[config.mk]
export PLATFORM = sky130hd
export DESIGN_NAME = load_store_unit
export DESIGN_NICKNAME = d
export VERILOG_FILES = /design/src/rtl/load_store_unit.sv
export SDC_FILE = /design/constraint.sdc
export NUM_CORES = 1
export LEC_CHECK = 0
export CORE_ASPECT_RATIO = 0.75
export CORE_MARGIN = 8
export CORE_UTILIZATION = 40
export CTS_CLUSTER_DIAMETER = 200
export CTS_CLUSTER_SIZE = 10
export DETAILED_ROUTE_END_ITERATION = 16
export GPL_TIMING_DRIVEN = 1
export PLACE_DENSITY = 0.82
export SLEW_MARGIN = 20
export SYNTH_ARGS = -nofsm -noshare
export SYNTH_HDL_FRONTEND = slang
export SYNTH_SLANG_ARGS = --single-unit
[constraint.sdc]
create_clock -name clk -period 3.9 [get_ports clk]
set_input_delay 0.78 -clock clk [delete_from_list [all_inputs] [get_ports clk]]
set_output_delay 0.78 -clock clk [all_outputs]
set_load 0.005 [all_outputs]
[src/rtl/load_store_unit.sv]
// Load/store initiator between the MEM stage and a word-ported data memory.
// Sub-word stores are done as read-modify-write; loads are lane-extracted and extended.
module load_store_unit #(
  parameter int ADDR_W = 5
) (
  input  logic              clk,
  input  logic              rst,
  input  logic              req_valid,
  output logic              req_ready,
  input  logic              req_we,
  input  logic [1:0]        req_size,
  input  logic              req_unsigned,
  input  logic [ADDR_W-1:0] req_addr,
  input  logic [31:0]       req_wdata,
  output logic              resp_valid,
  output logic              resp_err,
  output logic [31:0]       resp_rdata,
  output logic [ADDR_W-1:0] memAddr,
  output logic              memRead,
  output logic              memWrite,
  output logic [31:0]       writeData,
  input  logic [31:0]       readData
);

  typedef enum logic [1:0] {IDLE, RD, WR, RESP} lsuState_t;

  localparam logic [1:0]        SIZE_BYTE = 2'b00;
  localparam logic [1:0]        SIZE_HALF = 2'b01;
  localparam logic [1:0]        SIZE_WORD = 2'b10;
  localparam logic [1:0]        SIZE_ILL  = 2'b11;
  localparam logic [ADDR_W-1:0] LANE_BITS = ADDR_W'(3);

  lsuState_t         state;
  lsuState_t         nextState;

  logic              reqWe;
  logic [1:0]        reqSize;
  logic              reqUnsigned;
  logic [ADDR_W-1:0] reqAddr;
  logic [15:0]       reqWdata;
  logic              reqErr;
  logic [31:0]       holdWord;

  logic              accept;
  logic              misaligned;
  logic [ADDR_W-1:0] activeWordAddr;
  logic [4:0]        laneShift;
  logic [31:0]       laneMask;
  logic [31:0]       laneData;
  logic [31:0]       mergedWord;
  logic [31:0]       nextWriteData;
  logic [31:0]       laneShifted;
  logic [31:0]       loadResult;

  assign req_ready  = (state == IDLE);
  assign accept     = req_valid && req_ready;
  assign misaligned = ((req_size == SIZE_HALF) && req_addr[0])
                   || ((req_size == SIZE_WORD) && (req_addr[1:0] != 2'b00))
                   || (req_size == SIZE_ILL);

  // In IDLE the address comes straight from the request so the first access
  // can be launched on the acceptance edge; afterwards it comes from the copy.
  assign activeWordAddr = (state == IDLE) ? (req_addr & ~LANE_BITS)
                                          : (reqAddr & ~LANE_BITS);
  assign laneShift      = {reqAddr[1:0], 3'b000};

  always_ff @(posedge clk) begin
    if (rst) begin
      state <= IDLE;
    end else begin
      state <= nextState;
    end
  end

  always_comb begin
    nextState = state;
    case (state)
      IDLE: begin
        if (accept) begin
          if (misaligned) begin
            nextState = RESP;
          end else if (req_we && (req_size == SIZE_WORD)) begin
            nextState = WR;
          end else begin
            nextState = RD;
          end
        end
      end
      RD:      nextState = reqWe ? WR : RESP;
      WR:      nextState = RESP;
      RESP:    nextState = IDLE;
      default: nextState = IDLE;
    endcase
  end

  always_ff @(posedge clk) begin
    if (rst) begin
      reqWe       <= 1'b0;
      reqSize     <= 2'b00;
      reqUnsigned <= 1'b0;
      reqAddr     <= '0;
      reqWdata    <= 16'h0;
      reqErr      <= 1'b0;
    end else if (accept) begin
      reqWe       <= req_we;
      reqSize     <= req_size;
      reqUnsigned <= req_unsigned;
      reqAddr     <= req_addr;
      reqWdata    <= req_wdata[15:0];
      reqErr      <= misaligned;
    end
  end

  always_ff @(posedge clk) begin
    if (rst) begin
      holdWord <= 32'h0;
    end else if (state == RD) begin
      holdWord <= readData;
    end
  end

  // Merge happens while the RD access is live, so the write word can be
  // registered on the same edge that captures the read word.
  always_comb begin
    laneMask = 32'h0;
    laneData = 32'h0;
    if (reqSize == SIZE_BYTE) begin
      laneMask = 32'h0000_00FF << laneShift;
      laneData = {4{reqWdata[7:0]}};
    end else begin
      laneMask = 32'h0000_FFFF << laneShift;
      laneData = {2{reqWdata}};
    end
    mergedWord = (readData & ~laneMask) | (laneData & laneMask);
  end

  assign nextWriteData = (state == IDLE) ? req_wdata : mergedWord;

  always_ff @(posedge clk) begin
    if (rst) begin
      memRead   <= 1'b0;
      memWrite  <= 1'b0;
      memAddr   <= '0;
      writeData <= 32'h0;
    end else begin
      memRead   <= (nextState == RD);
      memWrite  <= (nextState == WR);
      memAddr   <= ((nextState == RD) || (nextState == WR)) ? activeWordAddr : '0;
      writeData <= (nextState == WR) ? nextWriteData : 32'h0;
    end
  end

  always_comb begin
    laneShifted = holdWord >> laneShift;
    loadResult  = holdWord;
    case (reqSize)
      SIZE_BYTE: loadResult = reqUnsigned ? {24'h0, laneShifted[7:0]}
                                          : {{24{laneShifted[7]}}, laneShifted[7:0]};
      SIZE_HALF: loadResult = reqUnsigned ? {16'h0, laneShifted[15:0]}
                                          : {{16{laneShifted[15]}}, laneShifted[15:0]};
      default:   loadResult = holdWord;
    endcase
  end

  assign resp_valid = (state == RESP);
  assign resp_err   = resp_valid && reqErr;
  assign resp_rdata = (resp_valid && !reqErr && !reqWe) ? loadResult : 32'h0;

endmodule
==> metrics, run 1 <==
Synth Area in Simple Gates=0.1739; global-route usage over all layers=0.2088; HP Start=reqWdata[10]$_SDFFE_PP0N_; Period minus WS final=3.718 ns; internal power=0.002544 W; Final ANT Viol Nets=0; Worst Path Arrival=~2.9 ns; RSZ-0062 raised after global routing=false; CTS tree=built; GPL Wtd Cong=about 0.88; Comb power frac=0.425; CTS root buf=clkbuf_16; Initial DRT Pass Iterations=5; Die X=140.6 um; Worst slew margin=0.4683; total power=0.004039 W; Async SR Flop Fraction=0; Bufs and invs on worst path=1; pre-CTS WS=0.5437 ns; worst-margin pin slew=a little under 0.8 ns; initial core utilization=0.4052; WHS Endpoint=reqWdata[10]$_SDFFE_PP0N_; Worst setup SP type=register; Syn Inst Count=557; CP max stage cell=dfxtp_1; Clock Power Share=0.221; CP max stage delay=0.79 ns; outcome=complete, no violations; clk sinks=slightly below 100; Final Hold Viols=0; Compound-Gate Fraction of Synth Area=0.1952; first-pass GRT wire length=25080 um; commonest non-fill, non-tap cell in the layout=clkdlybuf4s50_1; Post-CTS Hold Fix Bufs=0; antenna cell count=0; flop and latch count out of synthesis=slightly below 100; Reg2Reg Setup Slack=0.88 ns; Hold Path Stages=2; mux contribution to synthesized area=0.1358; die height=109.4 um; fin crit share=0.9532; Remaining DRCs=0; Post-Route Skew=0.004816 ns; Crit path max-delay family=flip-flops; vias in the first global route=4607; Synth cell types=45; ys flop type=dfxtp_1; Core Region=11490 um^2; wire per inst=19.76 um; dpl cells=816; Post-synth EDFFs=0; reg2reg start=state[1]$_SDFF_PP0_; Psw=0.001494 W; Port Buffers=roughly 150; CTS max path bufs=2; WL final=around 16000 um; Peak supply drop=roughly 480 uV; largest net degree at the start of global routing=65; 1st-iter DRT viols=slightly below 400; fill count=996; Crit. End Element=output pin; share of layout cells above drive strength 1=0.08576; final setup margin=0.1825 ns; leak pwr=2.372 nW; latest clock arrival within the worst-skew pair=0.35 ns; post-synthesis sequential area ratio=0.4172; register share of total power=0.355; Fmax=269.0 MHz; Via density=roughly 5.6; Hold Path Class=register to register; Setup Viol. Count Final=0; # rows=34; vias post-DR=4642; CP Cell Sequence=mux2_2 -> or4_1 -> o31ai_1 -> clkdlybuf4s50_1; grt total ovfl=0; most frequent cells in the layout=clkdlybuf4s50_1, nand2_1, dfxtp_1; Layout Nets=766; largest family of logic cells by synthesized area=compound AO/OA/AOI/OAI gates; xor/xnor share of the synthesized area=0.001882; max-cap check violation count=0; WP data required=3.12 ns; R2R depth=10; Synth Area in Adders=0.01882; Worst Path Max Fanout=19; synth-to-layout area growth=39.60%; Die Area=15380 um^2; Slew Viols, Final=0; crit path kind=register to output pin; r2r endpoint=writeData[24]$_SDFF_PP0_; CTS H-tree lvls=3; Post-Syn Area=4654 um^2; initial antenna violation count=0; clock transition at the registers of the reported paths=0.06 ns; Synth Warn #=0; Ports=150; Sw Ratio=0.3700; TritonCTS Buffers=9; pwr dens=a little over 600 nW/um^2; syn avg cell area=8.356 um^2; hpwl dp=12520 um; Layout Cells excl Fill=832; TNS Setup=0 ns
## synthesized netlist by cell type (all sizes together), types with 9 or more instances
| library cell | instances | area (um^2) |
|---|---|---|
| o31ai | 9 | 67.56 |
| dfxtp | 97 | 1942 |
| nand2 | 112 | 420.4 |
| buf | 19 | 108.9 |
| mux2 | 9 | 101.4 |
| nor2 | 57 | 216.5 |
| mux2i | 53 | 530.5 |
| clkbuf | 27 | 101.4 |
| a31oi | 9 | 56.30 |
| a21oi | 68 | 377.9 |
| o21ai | 10 | 50.04 |
| inv | 13 | 48.80 |
## worst min-delay path: cells and delay by family, from the launching register on
| kind | cells | cell delay, ns |
|---|---|---|
| flip-flops | 1 | 0.31 |
| AO/OA/AOI/OAI | 1 | 0.05 |
| AND/OR/NAND/NOR | 1 | 0.05 |
## state kept, by name (all words and copies together) (netlist names)
name,flops
holdWord,32
memAddr,3
memRead,1
memWrite,1
reqAddr,5
reqErr,1
reqSize,2
reqUnsigned,1
reqWdata,16
reqWe,1
state,2
writeData,32
## per-stage QoR
step | area, um^2 | util | hold WS (ns)
finish | 6497 | 0.5657 | 0.4594
global route | 6497 | 0.5657 | 0.4870
CTS | 6492 | 0.5653 | 0.4609
detailed placement | 6195 | 0.5393 | 0.4518
global placement | 6195 | 0.5393 | 0.4412
floorplan | 4658 | - | 0.4357
## logic make-up after synthesis
family	count (synthesis)
xor gates and xnor gates	1
other	1
adders and majority gates	7
muxes	62
and+or+nand+nor	196
DFF	97
AOI/OAI and AO/OA	133
buffers and inverters	60
## timing repair
action                     CTS  global route
setup endpoints to repair    0            11
buffers inserted             0             0
gates resized for setup      0             1
## power by group through the flow
stage               logic [W]  registers, W  clock network, W
floorplan             0.00106       0.00137                 0
global placement      0.00164       0.00144                 0
detailed placement    0.00169       0.00144                 0
finish                0.00172       0.00143          0.000891
CTS                   0.00170       0.00143          0.000903
global route          0.00188       0.00145          0.000948
## layer usage
layer,vias to the layer above,part of all wire,GRT usage,wire length (um)
met4,0,0.022,0.07263,361
met3,29,0.097,0.06247,1601
met2,245,0.45,0.3429,7416
met5,-,0,0,0
li1,2176,-,-,-
met1,2192,0.43,0.2593,7061
## cell type report
| type | count | area [um^2] | share of cell area |
|---|---|---|---|
| tap | 144 | 180.2 | 0.02773 |
| inverter | 14 | 52.55 | 0.008088 |
| timing repair buffer | 160 | 1564 | 0.2407 |
| clock inverter | 5 | 55.05 | 0.008473 |
| clock buffer | 11 | 242.7 | 0.03736 |
| multi-input combinational | 401 | 2461 | 0.3788 |
| sequential | 97 | 1942 | 0.2989 |
## worst max path at each step
stage,start,to,slack [ns],depth (start not counted)
finish,reqAddr[0]$_SDFFE_PP0N_,resp_rdata[12],0.18,4
global route,reqAddr[0]$_SDFFE_PP0N_,resp_rdata[9],0.05,4
CTS,reqAddr[0]$_SDFFE_PP0N_,resp_rdata[26],0.15,5
detailed placement,reqAddr[0]$_SDFFE_PP0N_,resp_rdata[26],0.54,5
global placement,reqAddr[0]$_SDFFE_PP0N_,resp_rdata[26],0.59,5
floorplan,state[0]$_SDFF_PP0_,writeData[29]$_SDFF_PP0_,1.22,14
Power figures use the tool's default switching activity.
==> inputs of run 2 (changes only) <==
--- a/config.mk
+++ b/config.mk
@@ -5,14 +5,17 @@
 export SDC_FILE = /design/constraint.sdc
 export NUM_CORES = 1
 export LEC_CHECK = 0
+export ABC_AREA = 1
+export CELL_PAD_IN_SITES_DETAIL_PLACEMENT = 2
+export CELL_PAD_IN_SITES_GLOBAL_PLACEMENT = 2
 export CORE_ASPECT_RATIO = 0.75
 export CORE_MARGIN = 8
-export CORE_UTILIZATION = 40
+export CORE_UTILIZATION = 26
 export CTS_CLUSTER_DIAMETER = 200
 export CTS_CLUSTER_SIZE = 10
 export DETAILED_ROUTE_END_ITERATION = 16
 export GPL_TIMING_DRIVEN = 1
-export PLACE_DENSITY = 0.82
+export PLACE_DENSITY = 0.95
 export SLEW_MARGIN = 20
 export SYNTH_ARGS = -nofsm -noshare
 export SYNTH_HDL_FRONTEND = slang
==> run 2 against run 1 <==
- critical path depth grew 4
- utilization shrank 20 points
- area after synthesis increased by 9.6%
- largest cell class unchanged
==> metrics, run 2 <==
Reg2Reg Setup Slack=0.93 ns; die height=137.3 um; Post-CTS Setup Bufs=0; Post-CTS Hold Fix Bufs=0; Setup Viol. Count Final=0; WL final=23940 um; TNS Setup=0 ns; leak pwr=3.264 nW; flop and latch count out of synthesis=97; Post-synth EDFFs=0; register share of total power=0.329; latest clock arrival within the worst-skew pair=0.37 ns; Synth Area in Simple Gates=0.3313; GPL Wtd Cong=0.8209; CTS max path bufs=2; most frequent cells in the layout=nand2_1, nor2_1, clkdlybuf4s50_1; initial antenna violation count=3; Ports=150; max-cap check violation count=0; Yosys top cell area share=0.3806; Slew Viols, Final=0; Largest regs=holdWord x32, writeData x32, reqWdata x16; R2R depth=12; Worst Path Arrival=between 2 and 3 ns; global-route usage over all layers=0.1986; Synth area leader=dfxtp_1; Async SR Flop Fraction=0; commonest cells in the netlist=nand2_1, nor2_1, dfxtp_1, o21ai_0, inv_1; ys flop type=dfxtp_1; internal power=0.002562 W; clk sinks=97; clock transition at the registers of the reported paths=0.07 ns; grt total ovfl=0; most used cell, CP=nand2_1; Peak supply drop=~230 uV; hpwl dp=18210 um; Synth Area in Adders=0.01717; RSZ-0062 raised after global routing=false; worst-margin pin slew=1.018 ns; Final Hold Viols=0; Post-Route Skew=0.01106 ns; TritonCTS Buffers=9; outcome=complete, no violations; Fmax=270.1 MHz; 1st-iter DRT viols=327; vias post-DR=5829; Syn Inst Count=798; Bufs and invs on worst path=3; Initial DRT Pass Iterations=5; Worst slew margin=0.3207; post_cts resized=0; Hold Path Class=register to register; Via density=4.915; Synth area leaders=dfxtp_1, nand2_1, nor2_1, o21ai_0, inv_1; synth-to-layout area growth=37.96%; hold slack=0.5011 ns; Post-Syn Area=5102 um^2; Synth cell types=31; CP Cell Sequence=inv_2 -> nand2_1 -> nand2_2 -> nand2_4 -> nand3_4 -> nand2_1 -> inv_1 -> clkdlybuf4s50_1; Port Buffers=roughly 150; Hold Path Stages=2; Remaining DRCs=0; mux contribution to synthesized area=0; syn avg cell area=~6.4 um^2; largest net degree at the start of global routing=between 50 and 60; CTS root buf=clkbuf_16; Crit path max-delay family=flip-flops; wire per inst=approximately 20 um; Final ANT Viol Nets=0; HP Start=reqAddr[2]$_SDFFE_PP0N_; Crit. End Element=output pin; fin crit share=0.9494; Clock Power Share=0.180; antenna cell count=0; WHS Endpoint=reqAddr[2]$_SDFFE_PP0N_; largest family of logic cells by synthesized area=simple AND/OR/NAND/NOR gates; # rows=44; share of layout cells above drive strength 1=0.06431; CP max stage delay=approximately 0.99 ns; Period minus WS final=~3.7 ns; WP data required=3.12 ns; initial core utilization=0.2641; pwr dens=slightly below 700 nW/um^2; Worst Path Max Fanout=17; Sw Ratio=0.4662; vias in the first global route=6347; top-count cell post-synth=nand2_1; CP max stage cell=dfxtp_1; Compound-Gate Fraction of Synth Area=0.1572; CTS tree=built; CTS H-tree lvls=3; post-synthesis sequential area ratio=0.3806; xor/xnor share of the synthesized area=0; commonest non-fill, non-tap cell in the layout=nand2_1; Core Region=19320 um^2; Worst setup SP type=register; first-pass GRT wire length=roughly 37000 um; reg2reg start=state[1]$_SDFF_PP0_; Die Area=24410 um^2; Synth Warn #=0; critical path depth=8; Psw=0.002237 W; Layout Nets=1011; Comb power frac=0.491; crit path kind=register to output pin; Die X=between 150 and 200 um; r2r endpoint=writeData[28]$_SDFF_PP0_
## run 2: cell count changes after synthesis, sizes merged, moves of 14 or more
cell / change
nand2: +85
nand3: +49
mux2i: -53
nor2: +108
inv: +75
a21oi: -14
o21ai: +82
## run 2: cells by family after synthesis
kind of cell             after synthesis
AND/OR/NAND/NOR                      412
AO/OA/AOI/OAI                        149
buffers and inverters                132
flip-flops                            97
adder cells (fa/ha/maj)                7
other                                  1
## run 2: metal layers
layer,GRT usage,up-vias,share of wire
met5,0,-,0.0015
met4,0.05912,6,0.018
met3,0.07067,39,0.083
met2,0.3213,206,0.47
met1,0.2451,2828,0.43
li1,-,2750,-
## run 2: worst max path at each step
stage	slack, ns	end	startpoint
final	0.20	resp_rdata[19]	reqAddr[1]$_SDFFE_PP0N_
after global routing	0.04	resp_rdata[25]	reqAddr[1]$_SDFFE_PP0N_
after CTS	0.22	resp_rdata[19]	reqAddr[1]$_SDFFE_PP0N_
after detailed placement	0.63	resp_rdata[19]	reqAddr[1]$_SDFFE_PP0N_
after global placement	0.74	resp_rdata[25]	reqAddr[1]$_SDFFE_PP0N_
after floorplan	1.85	writeData[11]$_SDFF_PP0_	state[0]$_SDFF_PP0_
## run 2: worst reg2reg max path: stages, from the launching register on
cell and delay (ns):
dfxtp_1 0.33, inv_1 0.14, ha_1 0.53, nand2_1 0.21, buf_4 0.25, nor2_1 0.15
o21ai_0 0.16, ha_1 0.26, nand2_1 0.31, buf_4 0.31, nor2_1 0.09, nand2_1 0.08
inv_1 0.04
## run 2: final cells by class
class / instances / area (um^2)
Timing Repair Buffer: 161 / 1577
Fill cell: 2298 / 12280
Multi-Input combinational cell: 570 / 2587
Inverter: 89 / 346.6
Sequential cell: 97 / 1942
Clock buffer: 9 / 225.2
Clock inverter: 7 / 45.04
Tap cell: 253 / 316.6
## run 2: per-stage QoR
step	setup WS, ns	cell area [um^2]	power (W)	std cells	utilization
floorplan	1.850	5106	0.002916	799	-
global placement	0.7365	6769	0.003794	1170	0.3503
detailed placement	0.6315	6769	0.003920	1170	0.3503
CTS	0.2194	7039	0.004831	1186	0.3643
global route	0.04025	7039	0.005146	1186	0.3643
finish	0.1972	7039	0.004800	1186	0.3643
## run 2: power by group through the flow
stage,registers [W],clock network (W),logic [W]
after detailed placement,0.00159,0,0.00233
after CTS,0.00158,0.000885,0.00237
final,0.00158,0.000864,0.00236
after floorplan,0.00147,0,0.00144
after global placement,0.00158,0,0.00222
after global routing,0.00161,0.000910,0.00262
==> inputs of run 3 (changes only) <==
--- a/config.mk
+++ b/config.mk
@@ -15,7 +15,8 @@
 export CTS_CLUSTER_SIZE = 10
 export DETAILED_ROUTE_END_ITERATION = 16
 export GPL_TIMING_DRIVEN = 1
-export PLACE_DENSITY = 0.95
+export MAX_ROUTING_LAYER = met4
+export PLACE_DENSITY = 0.84
 export SLEW_MARGIN = 20
 export SYNTH_ARGS = -nofsm -noshare
 export SYNTH_HDL_FRONTEND = slang
==> run 3 against run 2 <==
- sequential power barely moved
- critical path type unchanged
- global-route usage is 0.23 points lower
- power is 0.29% higher
- worst setup slack improved by 0.021 ns
- highest routed layer is now met4
==> metrics, run 3 (synthesis gave the netlist of run 2 again) <==
R2R depth=14; worst-margin pin slew=0.9501 ns; CTS tree=built; Final Hold Viols=0; RSZ-0062 raised after global routing=false; 1st-iter DRT viols=317; Crit path max-delay family=flip-flops; Worst setup SP type=register; most used cell, CP=nand2_1; Via density=4.789; fin crit share=0.9441; CTS H-tree lvls=3; Period minus WS final=3.682 ns; Hold Path Stages=2; CP max stage cell=dfxtp_1; # rows=44; Peak supply drop=186.7 uV; clock transition at the registers of the reported paths=0.07 ns; Bufs and invs on worst path=3; share of layout cells above drive strength 1=0.06330; Core Region=19320 um^2; first-pass GRT wire length=about 36000 um; critical path depth=9; CTS root buf=clkbuf_16; TritonCTS Buffers=9; Seq. cell area=around 2000 um^2; GPL Wtd Cong=around 0.84; die height=137.3 um; commonest non-fill, non-tap cell in the layout=nand2_1; Post-CTS Hold Fix Bufs=0; Largest regs=holdWord x32, writeData x32, reqWdata x16; Die X=177.8 um; global-route usage over all layers=0.1962; post_cts resized=0; Final ANT Viol Nets=0; Worst slew margin=0.3658; vias in the first global route=about 6300; placed cell areas=between 6000 and 7000 um^2; Die Area=24410 um^2; hpwl dp=17620 um; Crit. End Element=output pin; CP Cell Sequence=inv_6 -> nand2_1 -> nand3_1 -> nand2_2 -> nand2_4 -> nand3_4 -> nand2_1 -> inv_1 -> clkdlybuf4s50_1; Worst Path Arrival=2.90 ns; WL final=23020 um; Setup Viol. Count Final=0; crit path kind=register to output pin; latest clock arrival within the worst-skew pair=between 0.3 and 0.4 ns; clk sinks=97; Port Buffers=147; CP max stage delay=0.94 ns; TNS Setup=0 ns; Worst Path Max Fanout=18; outcome=complete, no violations; synth-to-layout area growth=38.65%; leak pwr=between 3 and 4 nW; most frequent cells in the layout=nand2_1, nor2_1, clkdlybuf4s50_1; Slew Viols, Final=0; fill count=2288; initial antenna violation count=2; CTS max path bufs=2; Post-Route Skew=0.006733 ns; wire per inst=19.40 um; Hold Path Class=register to register; pwr dens=680.4 nW/um^2; Fmax=271.6 MHz; vias post-DR=5684; grt total ovfl=0; Initial DRT Pass Iterations=4; initial core utilization=0.2641; Layout Nets=1013; Remaining DRCs=0; max-cap check violation count=0; largest net degree at the start of global routing=58; final design instance area without fill=7074 um^2; Post-CTS Setup Bufs=0; footprint of the multi-input gates=approximately 2600 um^2; Ports=150; WP data required=around 3.1 ns
==> run 3: changes by cell type in the layout (fill, tap and decap cells not counted) <==
cell | before | now
bufinv_16 | 0 | 1
diode_2 | 0 | 2
inv_6 | 2 | 1
buf_12 | 0 | 1
clkinv_4 | 1 | 0
buf_4 | 14 | 15
clkinv_2 | 4 | 2
==> run 3: tightest hold or removal path: stages, from the launching register on <==
cell and delay, ns:
dfxtp_1 0.33, nor2_1 0.05, nor2_1 0.08
==> run 3: where the power goes <==
part           internal (W)  switching, W  leakage [nW]
sequential          0.00131      0.000249         0.796
clock              0.000485      0.000411         0.133
combinational      0.000842       0.00152          2.35
total               0.00263       0.00218          3.28
==> run 3: final timing paths <==
kind / from / to / slack (ns)
setup / recovery: reqAddr[0]$_SDFFE_PP0N_ / resp_rdata[17] / 0.22
hold / removal: reqAddr[4]$_SDFFE_PP0N_ / reqAddr[4]$_SDFFE_PP0N_ / 0.49
setup reg to reg: state[0]$_SDFF_PP0_ / writeData[18]$_SDFF_PP0_ / 1.02
hold reg to reg: reqAddr[4]$_SDFFE_PP0N_ / reqAddr[4]$_SDFFE_PP0N_ / 0.49
==> run 3: final cells by class <==
class                   count  area share
diodes                      2   0.0007075
multi-input cells         570      0.3658
repair buffers            163      0.2267
inverters                  89     0.04899
clock inverters             4    0.006721
well taps                 253     0.04475
flip-flops and latches     97      0.2745
clock buffers               9     0.03184
==> run 3: metrics by stage <==
step	instances	hold WS [ns]	utilization	worst slack [ns]	total power (W)
floorplan	799	0.4517	-	1.850	0.002916
global placement	1172	0.4699	0.3517	0.6889	0.003838
detailed placement	1172	0.4821	0.3517	0.6475	0.003943
CTS	1185	0.4991	0.3658	0.1982	0.004871
global route	1187	0.5193	0.3661	0.007854	0.005173
finish	1187	0.4928	0.3661	0.2181	0.004813
==> run 3: layer usage <==
| layer | global-route usage | wire length, um |
|---|---|---|
| met5 | - | 0 |
| met4 | 0.03741 | 283 |
| met3 | 0.07258 | 1776 |
| met2 | 0.3103 | 10540 |
| met1 | 0.2383 | 10420 |
==> patch 1 (config.mk and constraints of run 3) <==
`ADDR_W`: 5 -> 4.
--- a/src/rtl/load_store_unit.sv
+++ b/src/rtl/load_store_unit.sv
@@ -1,7 +1,7 @@
 // Load/store initiator between the MEM stage and a word-ported data memory.
 // Sub-word stores are done as read-modify-write; loads are lane-extracted and extended.
 module load_store_unit #(
-  parameter int ADDR_W = 5
+  parameter int ADDR_W = 4
 ) (
   input  logic              clk,
   input  logic              rst,
Interface: changed (resized memAddr and req_addr); port bits go from 150 to 148. The function was not compared with the original's and may differ.
==> patch 1 against run 3 <==
Routed wire length fell by 4.3%; setup slack improved by 0.087 ns; register-to-register slack got worse by 0.09 ns; area after synthesis fell by 1.6%; design area fell by 1.8%; sequential cell count fell by 2; total power fell by 3.1%; critical path type unchanged.
==> patch 1: results (changes against run 3) <==
| Metric | Value |
|---|---|
| Crit path DAT | 2.82 ns (-0.08 ns) |
| Max clock buf depth | 2 (unchanged) |
| Regs by FF count | holdWord x32, writeData x32, reqWdata x16 |
| CTS root buffer | clkbuf_16 |
| Worst vdd ir | 0.242 mV (+29%) |
| Slew Viols, Final | 0 (unchanged) |
| Top post-synthesis cells by count | nand2_1 (197), nor2_1 (155), dfxtp_1 (95) |
| H-tree level count | 3 (unchanged) |
| Yosys cell types | 27 (-13%) |
| Layout Nets | 997 (-1.6%) |
| Clk pin slew, worst setup/hold paths | 0.07 ns (about the same) |
| Top FF cell, synth | dfxtp_1 |
| Port Buffers | 145 (-1.4%) |
| Slowest Stage Delay on Critical Path | 0.87 ns (-0.07 ns) |
| DRC errors left | 0 (unchanged) |
| Cts bufs inserted | 9 (unchanged) |
| Setup repair bufs after CTS | 0 (unchanged) |
| Fraction of layout instances using a drive strength above 1 | 0.0511 (-0.0122) |
| Iter 0 DRT Violations | 265 (-16%) |
| Area after DPL | 6640 um2 (-2.3%) |
| DRT Wirelength | 22000 um (-4.3%) |
| Placed wire-length estimate | 17100 um (-3.2%) |
| Drt pass-1 iters | 4 (unchanged) |
| Critical Path Start | reqAddr[0] |
| Fill count | 2362 (+3.2%) |
| First-pass GRT wire length | 34300 um (-3.7%) |
| Crit-path leading delay family | flip-flops |
| Slowest-stage cell, CP | dfxtp_1 |
| Worst slew pin tran | 0.849 ns (-0.101 ns) |
| Post-synthesis sequential area ratio | 0.379 (-0.00162) |
| Nature of the critical path startpoint | flip-flop |
| Cells on worst reg2reg path | 13 (-1) |
| Top area cells in the synthesized netlist | dfxtp_1 (38%), nand2_1 (15%), nor2_1 (12%) |
| Worst Skew | 0.00535 ns (-0.00138 ns) |
| Clock latency on the worst-skew pair | 0.35 ns |
| Vias in the first global route | 6146 (-2.0%) |
| GP Congestion | 0.862 (+3.1%) |
| P_leak | 3.22 nW (-1.8%) |
| Asr flop ratio synth | 0 (unchanged) |
| RR Startpoint | state[0] |
| Status | complete, no violations |
| Total grt overflow | 0 (unchanged) |
| HP Start | reqAddr[2] |
| Initial antenna violation count | 4 (+2) |
| Post-CTS sizing | 0 (unchanged) |
| Crit-path max FO | 19 (+1) |
| Hold Path Class | flip-flop to flip-flop |
| Synth Warn # | 0 (unchanged) |
| Worst Hold Depth | 2 (unchanged) |
| Global Route Usage Sum | 0.188 (-0.00803) |
| Vias | 5534 (-2.6%) |
| Largest net degree at the start of global routing | 57 (-1.7%) |
==> patch 1: metrics by stage <==
step           std cells  setup WS, ns  hold WS (ns)
5_1_grt             1177        0.0666         0.490
3_3_place_gp        1157         0.731         0.458
4_1_cts             1173         0.248         0.468
3_5_place_dp        1157         0.638         0.459
6_report            1177         0.305         0.467
2_1_floorplan        792          1.77         0.436
==> patch 1: per-layer routing <==
layer  track usage  wire (um)  share of wire
met4        0.0424        318          0.014
met5             -          0              0
met3        0.0655       1550          0.070
met2         0.294      10000           0.46
met1         0.231      10100           0.46
==> patch 1: path summary, 6_finish.rpt <==
path	end	slack, ns
worst max register to register	writeData[11]	0.93
worst min-delay path	memAddr[2]	0.47
worst max-delay path	resp_rdata[31]	0.30
worst min register to register	memAddr[2]	0.47
==> patch 1: report_power, final <==
part / switching, mW / total [mW] / internal [mW]
Clock: 0.387 / 0.890 / 0.502
Sequential: 0.270 / 1.55 / 1.28
Combinational: 1.42 / 2.22 / 0.804
==> patch 1: cell families (layout without fill, tap and decap cells) <==
kind of cell,after synthesis,count (layout),share of synthesized area
buffers and inverters,132,260,0.113
other,1,6,0.000747
DFF,95,95,0.379
adders and majority gates,7,7,0.0175
and+or+nand+nor,411,411,0.333
AOI/OAI and AO/OA,145,145,0.156
==> patch 1: area by class of cell <==
type / instances / area [um2] / area share
Multi-Input combinational cell: 565 / 2550 / 0.367
Clock inverter: 2 / 12.5 / 0.00180
Timing Repair Buffer: 156 / 1530 / 0.221
Clock buffer: 14 / 284 / 0.0409
Antenna cell: 4 / 10.0 / 0.00144
Inverter: 88 / 335 / 0.0483
Sequential cell: 95 / 1900 / 0.274
Tap cell: 253 / 317 / 0.0456
==> patch 2 (config.mk and constraints of run 3) <==
Without the edit above. Take the reset off `memAddr` and `writeData` and load them in a clocked block of their own.
--- a/src/rtl/load_store_unit.sv
+++ b/src/rtl/load_store_unit.sv
@@ -140,14 +140,15 @@
     if (rst) begin
       memRead   <= 1'b0;
       memWrite  <= 1'b0;
-      memAddr   <= '0;
-      writeData <= 32'h0;
     end else begin
       memRead   <= (nextState == RD);
       memWrite  <= (nextState == WR);
-      memAddr   <= ((nextState == RD) || (nextState == WR)) ? activeWordAddr : '0;
-      writeData <= (nextState == WR) ? nextWriteData : 32'h0;
     end
+  end
+
+  always_ff @(posedge clk) begin
+    memAddr   <= ((nextState == RD) || (nextState == WR)) ? activeWordAddr : '0;
+    writeData <= (nextState == WR) ? nextWriteData : 32'h0;
   end
 
   always_comb begin
Formal check against the unedited RTL: not equivalent (Yosys sat finds a counterexample within 4 cycles, from zero or initial values and one cycle with rst high).
==> patch 2 against run 3 <==
Total power grew 7.1%; area after synthesis shrank 1.7%; final cell count is essentially flat; design area shrank 0.42%; first-iteration DRC count shrank 21%; die area shrank 1.5%; sequential cell count is the same; routed wire length shrank 3.7%; sequential power is essentially flat; largest cell class unchanged; non-clock buffer count shrank 4; critical path depth grew 1; register-to-register slack gained 0.03 ns; worst hold slack lost 0.0076 ns; setup slack gained 0.13 ns.
==> patch 2: results (changes against run 3) <==
| Metric | Value |
|---|---|
| Status | complete, no violations |
| Cell Pwr Density | 732 nW/um2 (+7.5%) |
| Top area cells in the synthesized netlist | dfxtp_1 (39%), nand2_1 (15%), nor2_1 (11%) |
| Fill count | 2297 (+0.39%) |
| Layout Nets | 1012 (-0.099%) |
| Fraction of layout instances using a drive strength above 1 | 0.0686 (+0.00529) |
| Metal3 WL | 1320 um (-26%) |
| Worst slew pin tran | 0.916 ns (-0.0341 ns) |
| Met2 WL post-DR | 10100 um (-4.6%) |
| P_leak | 3.26 nW (-0.44%) |
| Crit-path leading delay family | simple AND/OR/NAND/NOR gates |
| GP Congestion | 0.843 (+0.86%) |
| WL/cell | 18.7 um (-3.8%) |
| Placed wire-length estimate | 17400 um (-1.3%) |
| Vias | 5621 (-1.1%) |
| Metal-1 WL | 10700 um (+2.6%) |
| Global routing usage on met2 | 0.293 (-0.0172) |
| Vias in the first global route | 5993 (-4.4%) |
| Worst vdd ir | 0.352 mV (+89%) |
| Cells on worst reg2reg path | 17 (+3) |
| Area after DPL | 6710 um2 (-1.2%) |
| Post-CTS sizing | 0 (unchanged) |
| Slowest Stage Delay on Critical Path | 0.69 ns (-0.25 ns) |
| First-pass GRT wire length | 34300 um (-3.5%) |
| Initial antenna violation count | 1 (-1) |
| Setup repair bufs after CTS | 0 (unchanged) |
| Crit path DAT | 2.78 ns (-0.12 ns) |
| Global Route Usage Sum | 0.188 (-0.00794) |
| Post-synthesis sequential area ratio | 0.387 (+0.00665) |
| Met3 GRT Util | 0.0469 (-0.0257) |
| Iter 0 DRT Violations | 251 (-21%) |
| Top post-synthesis cells by count | nand2_1 (195), nor2_1 (148), dfxtp_1 (97) |
| GR Util met1 | 0.246 (+0.00773) |
| Worst Skew | 0.00933 ns (+0.00260 ns) |
-- patch 2: cell count changes in the layout (fill, tap and decap cells not counted), moves of 2 or more --
cell,before,now
inv_4,3,0
nor2_1,161,148
buf_4,15,12
inv_2,6,16
o211ai_1,3,0
nand2_1,189,195
nand2_2,7,10
a21oi_1,51,60
o21ai_0,90,88
-- patch 2: logic make-up (layout without fill, tap and decap cells) --
logic type	count (synthesis)	count (layout)	synth area share
and+or+nand+nor	404	404	0.325
AOI/OAI and AO/OA	154	154	0.160
buffers and inverters	134	268	0.106
DFF	97	97	0.387
adders and majority gates	8	8	0.0200
other	1	4	0.000748
-- patch 2: metrics by stage --
step                instances  total power, mW  hold WS (ns)  worst slack [ns]
floorplan                 799             3.12         0.440              1.50
global placement         1170             4.07         0.464             0.834
detailed placement       1170             4.19         0.475             0.722
CTS                      1186             5.23         0.486             0.309
global route             1187             5.59         0.512            0.0672
finish                   1188             5.15         0.485             0.345
-- patch 2: final cells by class --
class,count,share of cell area
Multi-Input combinational cell,568,0.361
Sequential cell,97,0.276
Timing Repair Buffer,159,0.222
Inverter,93,0.0496
Tap cell,253,0.0449
Clock buffer,9,0.0320
Clock inverter,7,0.0144
Antenna cell,2,0.000710
-- patch 2: power breakdown --
part,switching (mW),internal [mW],leakage [nW]
registers,0.249,1.30,0.798
logic,1.70,0.912,2.31
clock network,0.424,0.569,0.158
-- patch 2: final timing paths --
| check | from | end | slack, ns |
|---|---|---|---|
| max | reqAddr[0] | resp_rdata[23] | 0.34 |
| min reg2reg | reqAddr[2] | memAddr[2] | 0.49 |
| max reg2reg | state[0] | writeData[2] | 1.05 |
| min | reqAddr[2] | memAddr[2] | 0.49 |
